===== config.mk =====
export PLATFORM = sky130hd
export DESIGN_NAME = wb_arbiter_2
export DESIGN_NICKNAME = d
export VERILOG_FILES = /design/src/rtl/bridge_pkg.sv /design/src/rtl/wb_arbiter_2.sv
export SDC_FILE = /design/constraint.sdc
export NUM_CORES = 1
export LEC_CHECK = 0
export BUFFER_PORTS_ARGS = -buffer_cell sky130_fd_sc_hd__buf_2
export CELL_PAD_IN_SITES_DETAIL_PLACEMENT = 1
export CELL_PAD_IN_SITES_GLOBAL_PLACEMENT = 1
export CORE_AREA = 10 10 120 122
export CTS_BUF_LIST = sky130_fd_sc_hd__clkbuf_8
export CTS_CLUSTER_DIAMETER = 100
export DETAILED_ROUTE_END_ITERATION = 10
export DIE_AREA = 0 0 130 132
export GPL_ROUTABILITY_DRIVEN = 0
export PLACE_DENSITY = 0.85
export SLEW_MARGIN = 20
export SYNTH_ARGS = -nofsm -noshare
export SYNTH_HDL_FRONTEND = slang
export SYNTH_SLANG_ARGS = --single-unit

===== constraint.sdc =====
create_clock -name clk -period 3.7 [get_ports clk]
set_clock_uncertainty 0.15 [all_clocks]
set_input_delay 0.74 -clock clk [delete_from_list [all_inputs] [get_ports clk]]
set_output_delay 0.74 -clock clk [all_outputs]
set_load 0.01 [all_outputs]

===== src/rtl/bridge_pkg.sv =====
// Shared definitions for the two-master Wishbone arbiter: FSM encoding and
// default parameter values.
package bridge_pkg;

  typedef enum logic [1:0] {
    ST_IDLE = 2'd0,
    ST_OWN0 = 2'd1,
    ST_OWN1 = 2'd2
  } arb_state_e;

  localparam int ADDR_WIDTH_DEF = 36;
  localparam int DATA_WIDTH_DEF = 32;
  localparam int TIMEOUT_DEF    = 255;

endpackage


===== src/rtl/wb_arbiter_2.sv =====
// Two-master Wishbone arbiter (m0 = LIMB, m1 = CPU) with round-robin tie break
// and per-strobe ack timeout; ownership always passes through IDLE.
module wb_arbiter_2
  import bridge_pkg::*;
#(
  parameter int ADDR_WIDTH = ADDR_WIDTH_DEF,
  parameter int DATA_WIDTH = DATA_WIDTH_DEF,
  parameter int TIMEOUT    = TIMEOUT_DEF
) (
  input  logic                    clk,
  input  logic                    rst,
  input  logic [ADDR_WIDTH-1:0]   m0_adr_i,
  input  logic [DATA_WIDTH-1:0]   m0_dat_i,
  input  logic [DATA_WIDTH/8-1:0] m0_sel_i,
  input  logic                    m0_we_i,
  input  logic                    m0_stb_i,
  input  logic                    m0_cyc_i,
  output logic [DATA_WIDTH-1:0]   m0_dat_o,
  output logic                    m0_ack_o,
  output logic                    m0_err_o,
  input  logic [ADDR_WIDTH-1:0]   m1_adr_i,
  input  logic [DATA_WIDTH-1:0]   m1_dat_i,
  input  logic [DATA_WIDTH/8-1:0] m1_sel_i,
  input  logic                    m1_we_i,
  input  logic                    m1_stb_i,
  input  logic                    m1_cyc_i,
  output logic [DATA_WIDTH-1:0]   m1_dat_o,
  output logic                    m1_ack_o,
  output logic                    m1_err_o,
  output logic [ADDR_WIDTH-1:0]   s_adr_o,
  output logic [DATA_WIDTH-1:0]   s_dat_o,
  output logic [DATA_WIDTH/8-1:0] s_sel_o,
  output logic                    s_we_o,
  output logic                    s_stb_o,
  output logic                    s_cyc_o,
  input  logic [DATA_WIDTH-1:0]   s_dat_i,
  input  logic                    s_ack_i,
  output logic [1:0]              gnt_o
);

  localparam int CW = $clog2(TIMEOUT + 1);
  localparam logic [CW-1:0] CNT_LAST = CW'(TIMEOUT - 1);

  arb_state_e    state_q, state_d;
  logic          last_owner_q, last_owner_d;
  logic [CW-1:0] cnt_q, cnt_d;

  logic own0, own1, owner_stb, timeout_hit;

  // Ownership is masked while rst is high so the bus goes quiet in the very
  // cycle reset is raised, not only after the edge.
  assign own0 = ~rst & (state_q == ST_OWN0);
  assign own1 = ~rst & (state_q == ST_OWN1);
  assign owner_stb   = (own0 & m0_stb_i) | (own1 & m1_stb_i);
  assign timeout_hit = owner_stb & ~s_ack_i & (cnt_q == CNT_LAST);

  always_comb begin
    state_d      = state_q;
    last_owner_d = last_owner_q;
    cnt_d        = '0;

    case (state_q)
      ST_IDLE: begin
        if (m0_cyc_i && m1_cyc_i) begin
          state_d = last_owner_q ? ST_OWN0 : ST_OWN1;
        end else if (m0_cyc_i) begin
          state_d = ST_OWN0;
        end else if (m1_cyc_i) begin
          state_d = ST_OWN1;
        end
      end
      ST_OWN0: begin
        if (!m0_cyc_i) begin
          state_d      = ST_IDLE;
          last_owner_d = 1'b0;
        end
      end
      ST_OWN1: begin
        if (!m1_cyc_i) begin
          state_d      = ST_IDLE;
          last_owner_d = 1'b1;
        end
      end
      default: state_d = ST_IDLE;
    endcase

    // Counter counts cycles of an unanswered strobe; ack or timeout restarts it.
    if (owner_stb && !s_ack_i && !timeout_hit) begin
      cnt_d = cnt_q + CW'(1);
    end
  end

  always_ff @(posedge clk) begin
    if (rst) begin
      state_q      <= ST_IDLE;
      last_owner_q <= 1'b1;
      cnt_q        <= '0;
    end else begin
      state_q      <= state_d;
      last_owner_q <= last_owner_d;
      cnt_q        <= cnt_d;
    end
  end

  always_comb begin
    s_adr_o  = '0;
    s_dat_o  = '0;
    s_sel_o  = '0;
    s_we_o   = 1'b0;
    s_stb_o  = 1'b0;
    s_cyc_o  = 1'b0;
    if (own0) begin
      s_adr_o = m0_adr_i;
      s_dat_o = m0_dat_i;
      s_sel_o = m0_sel_i;
      s_we_o  = m0_we_i;
      s_stb_o = m0_stb_i & ~timeout_hit;
      s_cyc_o = m0_cyc_i;
    end else if (own1) begin
      s_adr_o = m1_adr_i;
      s_dat_o = m1_dat_i;
      s_sel_o = m1_sel_i;
      s_we_o  = m1_we_i;
      s_stb_o = m1_stb_i & ~timeout_hit;
      s_cyc_o = m1_cyc_i;
    end
  end

  assign m0_ack_o = own0 & m0_stb_i & s_ack_i;
  assign m1_ack_o = own1 & m1_stb_i & s_ack_i;
  assign m0_err_o = own0 & timeout_hit;
  assign m1_err_o = own1 & timeout_hit;
  assign m0_dat_o = s_dat_i;
  assign m1_dat_o = s_dat_i;
  assign gnt_o    = {own1, own0};

endmodule


# Word-level counts from Yosys, hierarchy flattened
# Index checks and enable logic that the tools add are counted.
[op_classes]
addsub = 1
eq_ne = 6
muxes = 22
bitwise_logic = 17
reduce_logical = 10
[ops]
columns = ["op", "count"]
rows = [
  ["36-bit 2-to-1 mux", 2],
  ["32-bit 2-to-1 mux", 2],
  ["1-bit AND", 12],
  ["2-bit 2-to-1 mux", 6],
  ["8-bit by 1-bit adder with 8-bit output, second input constant", 1],
  ["8-bit equality test, second input constant", 1],
  ["1-bit 2-to-1 mux", 8],
  ["4-bit 2-to-1 mux", 2],
  ["2-bit one-hot mux with 3 select lines", 1],
  ["3-bit AND reduction", 2],
  ["2-bit != test, second input constant", 2],
  ["4-bit != test, second input constant", 1],
  ["1-bit NOT", 4],
  ["1-bit logical AND", 3],
  ["2-bit by 1-bit equality test with 1-bit output, second input constant", 1],
  ["2-bit equality test, second input constant", 1],
  ["1-bit zero test", 2],
  ["2-bit zero test", 1],
  ["1-bit one-hot mux with 2 select lines", 1],
  ["2-bit nonzero test", 1],
  ["2-bit OR reduction", 1],
  ["1-bit bitwise OR", 1],
]
[word_totals]
regBits = 11
input_bits = 185
output_inout_bits = 145
elab_cells = 59

# Longest topological paths before layout
[depth]
word_depth = 10
mapped_depth = 5

# Worst setup path before layout
# OpenSTA, ideal clock, no wires.
[synth_path]
path_type = "input to output"
start = "in rst"
end = "out s_adr_o[0]"
t_arrival_ns = 1.625
setup_slack_ns = 1.185
stages = 5
cell_sequence = "buf_2 -> and2b_4 -> buf_8 -> buf_8 -> a22o_1"
[synth_via]
elab_chain_len = 4
[synth_rtl]
columns = ["item", "line_no", "source"]
rows = [
  ["start, declared", "wb_arbiter_2.sv:11", "input logic rst,"],
  ["1-bit NOT (*)", "wb_arbiter_2.sv:52, wb_arbiter_2.sv:53", ""],
  ["1-bit AND", "wb_arbiter_2.sv:53", "assign own1 = ~rst & (state_q == ST_OWN1);"],
  ["36-bit 2-to-1 mux", "wb_arbiter_2.sv:119", "end else if (own1) begin"],
  ["36-bit 2-to-1 mux (*)", "wb_arbiter_2.sv:112", "if (own0) begin"],
  ["end, declared", "wb_arbiter_2.sv:30", "output logic [ADDR_WIDTH-1:0] s_adr_o,"],
]
# Mark *: on every way between the ends. The rest lies on a longest branch, timed or not.

# Worst setup path in the final report
[layout_path]
start = "in rst"
end = "out s_dat_o[27]"
[layout_via]
elab_chain_len = 4
[layout_rtl]
columns = ["item", "line_no", "source"]
rows = [
  ["1-bit NOT (*)", "wb_arbiter_2.sv:52, wb_arbiter_2.sv:53", ""],
  ["1-bit AND", "wb_arbiter_2.sv:53", ""],
  ["32-bit 2-to-1 mux", "wb_arbiter_2.sv:119", ""],
  ["32-bit 2-to-1 mux (*)", "wb_arbiter_2.sv:112", ""],
  ["end, declared", "wb_arbiter_2.sv:31", "output logic [DATA_WIDTH-1:0] s_dat_o,"],
]
# Marks and branches as above.

==> summary.md <==
| Metric | Value |
|---|---|
| # diodes | 0 |
| Netlist cell types | 36 |
| Worst Hold End | state_q[1] |
| Final wirelength | 11800 um |
| Yosys top cell area share | 0.340 |
| Worst R2R Start | cnt_q[0] |
| DIE HEIGHT | 132 um |
| Final Critical Period | 2.93 ns |
| Worst min path class | flop to flop |
| Drt initial violations | 71 |
| DRC | 0 |
| Root Driver | clkbuf_8 |
| Hold Startpoint | last_owner_q |
| Cells after Synth | 223 |
| Post-synthesis sequential area ratio | 0.117 |
| Cell taking the most area after synthesis | a22o_1 |
| Drt wl/cell | 22.5 um |
| I/O pin count | 330 |
| P_leak | 1.52 nW |
| Initial core utilization | 0.158 |
| # hold bufs at CTS | 0 |
| Slew @ Worst Pin | 0.495 ns |
| CTS Buffer Depth | 2 |
| #FFs+latches synth | 11 |
| Worst skew pair latency | 0.24 ns |
| GRT Residual Overflow | 0 |
| Cell Count, Final, Fillers Out | 526 |
| Layout Nets | 567 |
| Fin. Hold Viols | 0 |
| Critical Path Source Type | input pin |
| Share of cells above drive strength 1 | 0.644 |
| FF-to-FF setup slack | 2.20 ns |
| # resized after CTS | 0 |
| Max Slew Vio Count | 0 |
| CP Capture Type | output port |
| Commonest non-fill, non-tap cells in the layout | buf_2, a22o_1, dfxtp_1 |
| Max VDD drop | 198 uV |
| Slew margin rel. | 0.670 |
| Die area | 17200 um^2 |
| RSZ-0062 raised after global routing | no |
| Cells on worst reg2reg path | 4 |
| Max cap viols | 0 |
| Syn_nets | 410 |
| Reg2reg end | cnt_q[4] |
| Yosys warns | 0 |
| Worst EP arrival | 2.04 ns |
| Via count | 2397 |
| CP Data Required Time | 2.81 ns |
| Core ar. | 11900 um^2 |
| Crit share post-route | 0.791 |
| Clk slew on worst S/H paths | 0.05 ns |
| Post-CTS Setup Inserts | 0 |
| Port Buffers | 233 |
| Total CTS buffers | 3 |
| Routed Antenna Nets | 0 |
| Hold_ws | 0.380 ns |
| Area Overhead vs Synth | 41.6% |
| Router iterations before antenna repair | 6 |
| Fill cells | 1505 |
| Final setup viols | 0 |
| Vias in the first global route | 2701 |
| First-pass GRT wire length | 16800 um |
| Leading cell type in the layout, fill and taps excluded | buf_2 |
| Largest net degree at the start of global routing | 49 |
| DIE WIDTH | 130 um |
| Kind of critical path | input pin to output port |
| Final TNS setup | 0 ns |
| Pwr Density | 177 nW/um^2 |
| Syn Area/Cell | 8.43 um^2 |
| Row cnt | 40 |
| Worst hold path stage count | 1 |
| Post-Syn Area | 1880 um^2 |
| Outcome | completed |
| DR vias/cell | 4.56 |
| Worst-path fanout max | 48 |
| Initial antenna violation count | 0 |
| Placed Cells | 522 |
| TritonCTS clock tree | done |
| GRT Overall Usage | 0.125 |
| DP HPWL | 10400 um |
| Total clock sinks | 11 |
| H-tree depth | 1 |
| Fmax | 342 MHz |
| Synth top area cells | a22o_1, buf_4, dfxtp_1 |
## Yosys cell counts
master and n:
xor2_1 2, nor3_4 1, nor2b_1 1, nor3_1 6, dfxtp_1 11, nand3b_1 3
nand3_1 3, clkbuf_1 2, nand2b_1 2, buf_2 5, nand4_1 1, a21oi_1 6
o21bai_1 1, and4b_1 1, a211oi_2 1, inv_2 1, nand2_1 2, a41oi_1 1
and4_1 4, and2b_4 1, a311oi_1 1, nor2_1 3, buf_8 5, or3_1 1
buf_4 70, or2_2 1, inv_1 2, o21ai_0 2, xnor2_1 1, and3_1 2
a22o_1 73, a21boi_0 1, clkbuf_4 2, ha_1 2, nor4b_1 1, a211o_1 1
## through the flow
stage / setup WS (ns) / total power, mW / cell area, um^2 / utilization
after floorplan: 1.18 / 0.293 / 1880 / -
after global placement: 0.772 / 0.347 / 2620 / 0.220
after detailed placement: 0.741 / 0.354 / 2620 / 0.220
after CTS: 0.749 / 0.475 / 2660 / 0.224
after global routing: 0.617 / 0.499 / 2660 / 0.224
final: 0.775 / 0.471 / 2660 / 0.224
## metal layers
layer | vias up | global-route usage | share of wire
li1 | 1096 | - | -
met1 | 1094 | 0.121 | 0.35
met2 | 185 | 0.241 | 0.52
met3 | 22 | 0.0503 | 0.13
met4 | 0 | 0.0219 | 0.012
met5 | - | 0 | 0
## worst max-delay path by stage
stage | from | end | depth (start not counted)
2_1_floorplan | rst | s_adr_o[0] | 5
3_3_place_gp | rst | s_adr_o[29] | 5
3_5_place_dp | rst | s_adr_o[29] | 5
4_1_cts | rst | s_adr_o[29] | 5
5_1_grt | state_q[0] | s_adr_o[29] | 5
6_report | rst | s_dat_o[27] | 5
## registers in the layout, indices dropped and copies added (netlist names)
signal and count:
cnt_q 8, last_owner_q 1, state_q 2
## power by group
group | internal [mW] | total (mW) | switching (mW)
sequential | 0.121 | 0.126 | 0.00451
combinational | 0.117 | 0.224 | 0.107
clock | 0.0731 | 0.121 | 0.0478
## logic make-up after synthesis
family                   Yosys count  share of synthesized area
AO/OA/AOI/OAI                     87                      0.390
XOR/XNOR                           3                     0.0140
adder cells (fa/ha/maj)            2                     0.0133
buffers and inverters             87                      0.351
flip-flops                        11                      0.117
AND/OR/NAND/NOR                   33                      0.115
## area by class of cell
| class | instances | area, um^2 | area share |
|---|---|---|---|
| Timing Repair Buffer | 236 | 1200 | 0.451 |
| Multi-Input combinational cell | 125 | 1000 | 0.376 |
| Clock inverter | 1 | 3.75 | 0.00141 |
| Inverter | 3 | 11.3 | 0.00423 |
| Sequential cell | 11 | 220 | 0.0827 |
| Tap cell | 147 | 184 | 0.0691 |
| Clock buffer | 3 | 41.3 | 0.0155 |
## worst max-delay path, cell delays in order
cell and delay, ns:
buf_2 0.15, and2b_4 0.49, buf_12 0.27, a22o_1 0.20, buf_2 0.14
(Power assumes the default switching activity.)
